===== config.mk =====
export PLATFORM = sky130hd
export DESIGN_NAME = mem_param_clr_flat
export DESIGN_NICKNAME = d
export VERILOG_FILES = /design/src/rtl/mem_param_clr_if.sv /design/src/rtl/mem_param_clr.sv /design/src/flat_wrapper.sv
export SDC_FILE = /design/constraint.sdc
export NUM_CORES = 2
export LEC_CHECK = 0
export CAP_MARGIN = 20
export CORE_ASPECT_RATIO = 0.75
export CORE_MARGIN = 1
export CORE_UTILIZATION = 50
export CTS_BUF_LIST = sky130_fd_sc_hd__clkbuf_8
export DETAILED_ROUTE_END_ITERATION = 8
export PLACE_DENSITY = 0.7
export SLEW_MARGIN = 5
export SYNTH_ARGS = -nofsm -noshare
export SYNTH_HDL_FRONTEND = slang
export SYNTH_SLANG_ARGS = --single-unit

===== constraint.sdc =====
create_clock -name clk -period 13.3 [get_ports clk]
set_clock_uncertainty 0.15 [all_clocks]
set_input_delay 2.66 -clock clk [delete_from_list [all_inputs] [get_ports clk]]
set_output_delay 2.66 -clock clk [all_outputs]
set_load 0.01 [all_outputs]

===== src/rtl/mem_param_clr_if.sv =====
// Access bus for mem_param_clr: request side, status side and read return.
// master drives requests; slave is the memory.
interface mem_param_clr_if #(
  parameter int DATA_W = 8,
  parameter int ADDR_W = 8
);
  logic              req;
  logic              r_w;
  logic [ADDR_W-1:0] addr;
  logic [DATA_W-1:0] data_in;
  logic              clr;
  logic              ready;
  logic              busy;
  logic [DATA_W-1:0] data_out;
  logic              rd_valid;

  modport master (
    output req,
    output r_w,
    output addr,
    output data_in,
    output clr,
    input  ready,
    input  busy,
    input  data_out,
    input  rd_valid
  );

  modport slave (
    input  req,
    input  r_w,
    input  addr,
    input  data_in,
    input  clr,
    output ready,
    output busy,
    output data_out,
    output rd_valid
  );
endinterface


===== src/rtl/mem_param_clr.sv =====
// Single-port word memory with a self-clearing engine.
// Every reset and every clr request sweeps CLR_VAL over the whole array.
module mem_param_clr #(
  parameter int              DATA_W  = 8,
  parameter int              ADDR_W  = 8,
  parameter logic [DATA_W-1:0] CLR_VAL = '0
) (
  input  logic           clk,
  input  logic           rst,
  mem_param_clr_if.slave bus
);
  localparam int DEPTH = 2 ** ADDR_W;

  typedef enum logic {
    CLEAR = 1'b0,
    IDLE  = 1'b1
  } state_t;

  state_t            state;
  logic [ADDR_W-1:0] clr_ptr;
  logic              ready;
  logic              busy;
  logic              rd_valid;
  logic [DATA_W-1:0] data_out;
  logic [DATA_W-1:0] mem [DEPTH];

  logic acc;
  logic acc_rd;
  logic acc_wr;
  logic last;

  assign acc    = bus.req && ready;
  assign acc_rd = acc && bus.r_w;
  assign acc_wr = acc && !bus.r_w;
  assign last   = &clr_ptr;

  always_ff @(posedge clk or negedge rst) begin
    if (!rst) begin
      state   <= CLEAR;
      clr_ptr <= '0;
      ready   <= 1'b0;
      busy    <= 1'b1;
    end else begin
      unique case (state)
        CLEAR: begin
          clr_ptr <= clr_ptr + 1'b1;
          if (last) begin
            state <= IDLE;
            ready <= 1'b1;
            busy  <= 1'b0;
          end
        end
        IDLE: begin
          if (bus.clr) begin
            state   <= CLEAR;
            clr_ptr <= '0;
            ready   <= 1'b0;
            busy    <= 1'b1;
          end
        end
        default: begin
          state <= CLEAR;
          ready <= 1'b0;
          busy  <= 1'b1;
        end
      endcase
    end
  end

  // Array has no reset; the sweep is its only initialisation.
  always_ff @(posedge clk) begin
    if (busy) begin
      mem[clr_ptr] <= CLR_VAL;
    end else if (acc_wr) begin
      mem[bus.addr] <= bus.data_in;
    end
  end

  always_ff @(posedge clk or negedge rst) begin
    if (!rst) begin
      rd_valid <= 1'b0;
      data_out <= '0;
    end else begin
      rd_valid <= acc_rd;
      if (acc_rd) begin
        data_out <= mem[bus.addr];
      end
    end
  end

  assign bus.ready    = ready;
  assign bus.busy     = busy;
  assign bus.rd_valid = rd_valid;
  assign bus.data_out = data_out;
endmodule

===== src/flat_wrapper.sv =====
// flat-port wrapper written by rule: the top's interface ports become plain ports
module mem_param_clr_flat 
#(
  parameter int              DATA_W  = 8,
  parameter int              ADDR_W  = 8,
  parameter logic [DATA_W-1:0] CLR_VAL = '0
)
  (clk, rst, bus_req, bus_r_w, bus_addr, bus_data_in, bus_clr, bus_ready, bus_busy, bus_data_out, bus_rd_valid);
  mem_param_clr_if #(.DATA_W(DATA_W), .ADDR_W(ADDR_W)) bus_i ();
  input  logic clk;
  input  logic rst;
  input wire logic [$bits(bus_i.req)-1:0] bus_req;
  input wire logic [$bits(bus_i.r_w)-1:0] bus_r_w;
  input wire logic [$bits(bus_i.addr)-1:0] bus_addr;
  input wire logic [$bits(bus_i.data_in)-1:0] bus_data_in;
  input wire logic [$bits(bus_i.clr)-1:0] bus_clr;
  output wire logic [$bits(bus_i.ready)-1:0] bus_ready;
  output wire logic [$bits(bus_i.busy)-1:0] bus_busy;
  output wire logic [$bits(bus_i.data_out)-1:0] bus_data_out;
  output wire logic [$bits(bus_i.rd_valid)-1:0] bus_rd_valid;
  assign bus_i.req = bus_req;
  assign bus_i.r_w = bus_r_w;
  assign bus_i.addr = bus_addr;
  assign bus_i.data_in = bus_data_in;
  assign bus_i.clr = bus_clr;
  assign bus_ready = bus_i.ready;
  assign bus_busy = bus_i.busy;
  assign bus_data_out = bus_i.data_out;
  assign bus_rd_valid = bus_i.rd_valid;
  mem_param_clr #(.DATA_W(DATA_W), .ADDR_W(ADDR_W), .CLR_VAL(CLR_VAL)) u_core (.clk(clk), .rst(rst), .bus(bus_i));
endmodule

# Word-level counts from Yosys, hierarchy flattened
# Memories as Yosys holds them, arrays and structs flattened. A register that Yosys moved wholly into a read port is not among the register bits.
# Index checks and enable logic that the tools add are counted.
dict set report classes {
  n_bitwise 1
  eq_ne 2
  muxes 19
  addsub 1
  n_reduce_logical 8
}
# cell n
set op_table {}
lappend op_table {{8-bit 2-to-1 mux} 3}
lappend op_table {{8-bit case mux with 2 select lines} 1}
lappend op_table {{1-bit 2-to-1 mux} 12}
lappend op_table {{8-bit by 1-bit adder with 8-bit output (second input constant)} 1}
lappend op_table {{8-bit AND reduction} 1}
lappend op_table {{8-bit OR reduction} 1}
lappend op_table {{1-bit case mux with 2 select lines} 3}
lappend op_table {{1-bit logical AND} 3}
lappend op_table {{1-bit zero test} 2}
lappend op_table {{2-bit by 1-bit inequality test with 1-bit output (second input constant)} 1}
lappend op_table {{2-bit inequality test (second input constant)} 1}
lappend op_table {{2-bit AND reduction} 1}
lappend op_table {{1-bit inverter} 1}
dict set report word_totals {
  ram_bits 2048
  regBits 12
  mem_count 1
  out_inout_bits 11
  input_bits 21
}
# memory words word_bits read_ports rd_clocked_by_memory_dff write_ports line_no
set memory_table {}
lappend memory_table {u_core.mem 256 8 1 1 1 mem_param_clr.sv:25} ;# logic [DATA_W-1:0] mem [DEPTH];

# Depth between registers and ports, before layout
dict set report depth {
  depth_word 7
  depth_mapped 12
  depth_no_buf 7
}

# Worst setup path after synthesis
# No wires, ideal clock.
dict set report synth_timing {
  kind {input port to flip-flop}
  startpoint {input bus_r_w}
  endpoint {memory u_core.mem[0][0], data pin}
  arrival_time_ns 6.666
  slack_ns 5.615
  setup_ns 0.869
  t_required_ns 12.281
  cell_stages 4
  cell_sequence {and4bb_2 buf_2 clkbuf_1 and2_1}
}
dict set report synth_via {
  elab_chain_cells 7
}
# item line_no
set synth_lines {}
lappend synth_lines {{start, declared} flat_wrapper.sv:13} ;# input wire logic [$bits(bus_i.r_w)-1:0] bus_r_w;
lappend synth_lines {{1-bit zero test} mem_param_clr.sv:34} ;# assign acc_wr = acc && !bus.r_w;
lappend synth_lines {{1-bit logical AND} mem_param_clr.sv:34}
lappend synth_lines {{1-bit 2-to-1 mux} mem_param_clr.sv:74} ;# end else if (acc_wr) begin
lappend synth_lines {{1-bit 2-to-1 mux} mem_param_clr.sv:72} ;# if (busy) begin
lappend synth_lines {{1-bit 2-to-1 mux (implied by the code)} mem_param_clr.sv:75} ;# mem[bus.addr] <= bus.data_in;
lappend synth_lines {{8-bit OR reduction (no line)} --}
lappend synth_lines {{8-bit 2-to-1 mux (no line)} --}
lappend synth_lines {{end, declared} mem_param_clr.sv:25}
# No other way between the ends.

==> run metrics <==
status finished clean; Routed WL per cell 31.5 um; P per Cell Area 146 mW/mm^2; Die X 469 um; gpl congestion 0.888; startpoint type of the worst setup path input port; crit-path max cell delay 1.07 ns; root buffer cell clkbuf_8; fmax 0.154 GHz; remaining global-route overflow 0; DP Area 0.0832 sq mm; RSZ-0062 raised after global routing false; die area 0.165 sq mm; fraction of layout cells with a size suffix above 1 19.4%; flop-to-flop setup slack 8.83 ns; buffers plus inverters on the worst setup path 3; Vias 41700; number of remaining DRC errors 0; Multi-input gate area 0.0175 sq mm; crit share post-route 48.8%; DRT Wirelength 204000 um; Mapped Cells 3913; worst min path class register to register; Tot GR Track Use 24.8%; worst-path fanout max 76; Slew @ Worst Pin 1.22 ns; IO buf count 31; Clk pin slew, worst setup/hold paths 0.07 ns; FF+latch count, synth 2068; Placeable Area 0.162 sq mm; dominant synthesized flop cell edfxtp_1; Total Power 12.9 mW; vias in the first global route 40000; fin. max-slew vios 0; worst-path cell chain buf_8, buf_4, buf_4, mux4_2, o22ai_1, nor4_1, nor2_1, o41a_1, o31ai_1; Async S/R FF share, synth 0.967%; Row Count 128; CP Class input port to register; Starting Density 50.3%; Yosys warning count 0; Post-synth EDFFs 2048; clk sink count 2068; post_cts resized 0; H-tree levels 5; Lkg Pwr 29.2 nW; First DRT Iteration DRCs 5948; Netlist Area Pre-Place 0.0816 sq mm; required time worst endpoint 14.11 ns; Setup Total Neg Slack 0 ns; Slew headroom 17.7%; setup bufs post-CTS 0; I/O pin total 32; Skew-Pair Late Insertion Delay 1.04 ns; Layout area overhead 8.66%; Top delay family on crit path buffers and inverters; design area 0.0887 sq mm; crit path DAT 7.30 ns; via/cell ratio 6.43; register area share after synthesis 76.0%; Hold Fails Final Rpt 0; VDD IR max 0.000141 V; post-DP HPWL 124000 um; Final ANT Viol Nets 0; critical path's most frequent cell buf_4; antenna violations before repair 12; Bufs on Longest Clock Path 4; Nets 4132; fillers 12100; most common cell after layout, fill and taps aside edfxtp_1; first-pass GRT wire length 290000 um; largest net degree at the start of global routing 110; DRT Pass-1 Iters 8; slowest stage cell, crit path nor4_1; min Tclk post-route 6.49 ns; Setup Viol. Count Final 0; Sequential Area 0.0620 sq mm; Mapped Nets 3935; library cells used by synthesis 67; CP Capture Type register; CTS Buf Count 311; die height 352 um; CTS tree built; max_cap viols 0; # hold bufs at CTS 0; syn_area_per_cell 20.9 sq um; commonest cells after routing, fill and taps aside 2048 x edfxtp_1, 351 x mux4_2, 321 x clkbuf_8
[cells by family (layout without fill, tap and decap cells)]
kind of cell	count (synthesis)	count (layout)	synth area share [%]
DFF	2068	2068	76.0
muxes	700	700	15.0
and+or+nand+nor	522	522	2.94
AOI/OAI and AO/OA	381	381	3.42
buffers and inverters	238	649	2.58
xor gates and xnor gates	3	3	0.0322
adders and majority gates	1	1	0.0153
other	0	10	0
[path summary, 6_finish.rpt]
kind / from / endpoint / cells after the start
worst max-delay path: bus_addr[1] / u_core.bus.data_out[2] / 9
min in group asynchronous: rst / u_core.bus.ready / 2
worst max register to register: u_core.bus.busy / u_core.mem[119][5] / 6
max in group asynchronous: rst / u_core.bus.busy / 2
worst min-delay path: u_core.bus.busy / u_core.bus.busy / 2
worst min register to register: u_core.bus.busy / u_core.bus.busy / 2
[final cells by class]
cell class | instances | share of cell area [%]
Clock buffer | 321 | 4.98
Timing Repair Buffer | 117 | 1.20
Multi-Input combinational cell | 1607 | 19.8
Clock inverter | 206 | 1.04
Antenna cell | 10 | 0.0282
Sequential cell | 2068 | 69.9
Inverter | 5 | 0.0240
Tap cell | 2145 | 3.03
[routing by layer]
metal	wire length (um)	GRT usage (%)
met1	82300	36.4
met2	89300	35.0
met3	25200	7.32
met4	6740	9.25
met5	220	0.350
[power by group]
| group | internal, mW | total, mW | switching [mW] |
|---|---|---|---|
| registers | 7.23 | 7.30 | 0.0724 |
| logic | 0.236 | 0.929 | 0.693 |
| clock network | 2.29 | 4.69 | 2.40 |
[worst reg2reg max path, delay by kind of cell (launching register included)]
| kind | cells | cell delay [ns] |
|---|---|---|
| AOI/OAI and AO/OA | 1 | 0.59 |
| DFF | 1 | 0.55 |
| buffers and inverters | 2 | 0.79 |
| and+or+nand+nor | 3 | 2.00 |
[state kept, by name, indices dropped and copies added, names as in the netlist]
| signal | count |
|---|---|
| u_core.clr_ptr | 8 |
| u_core.bus.data_out | 8 |
| u_core.bus.ready | 1 |
| u_core.state | 1 |
| u_core.bus.busy | 1 |
| u_core.bus.rd_valid | 1 |
| u_core.mem | 2048 |
[per-stage QoR]
stage	setup WS (ns)	std cells	utilization, %	hold slack (ns)
3_5_place_dp	5.74	5936	51.3	0.329
5_1_grt	6.86	6473	54.7	0.349
2_1_floorplan	5.61	3913	-	0.323
6_report	6.81	6479	54.7	0.332
3_3_place_gp	5.73	5933	51.3	0.313
4_1_cts	6.79	6463	54.6	0.330
[synthesized netlist by cell type, types with 6 or more instances]
| cell | count | area share (%) |
|---|---|---|
| edfxtp_1 | 2048 | 75 |
| mux4_2 | 351 | 9.7 |
| mux2i_1 | 294 | 3.6 |
| nor2_1 | 272 | 1.3 |
| nand2_1 | 107 | 0.49 |
| a22oi_1 | 91 | 0.84 |
| o221ai_1 | 82 | 0.88 |
| o22ai_1 | 81 | 0.62 |
| buf_2 | 54 | 0.33 |
| mux4_1 | 54 | 1.7 |
| clkbuf_1 | 46 | 0.21 |
| buf_12 | 35 | 0.86 |
| a21oi_1 | 33 | 0.20 |
| nand3_1 | 33 | 0.20 |
| buf_6 | 29 | 0.40 |
| buf_4 | 24 | 0.22 |
| dfrtp_1 | 19 | 0.58 |
| and2_1 | 18 | 0.14 |
| nand4_1 | 18 | 0.14 |
| buf_1 | 16 | 0.074 |
| o21ai_0 | 16 | 0.098 |
| clkbuf_8 | 15 | 0.25 |
| nand2b_1 | 12 | 0.092 |
| o31ai_1 | 11 | 0.10 |
| nand3b_1 | 10 | 0.092 |
| nor4_1 | 10 | 0.077 |
| o21ai_1 | 10 | 0.061 |
| buf_8 | 9 | 0.17 |
| a221oi_1 | 8 | 0.086 |
| a2111oi_0 | 7 | 0.075 |
| a21o_1 | 7 | 0.064 |
| o21a_1 | 7 | 0.064 |
| o311ai_1 | 7 | 0.075 |
| o41a_1 | 7 | 0.097 |
| nor4bb_1 | 6 | 0.074 |
No activity file was read; power rests on OpenSTA's default activity.
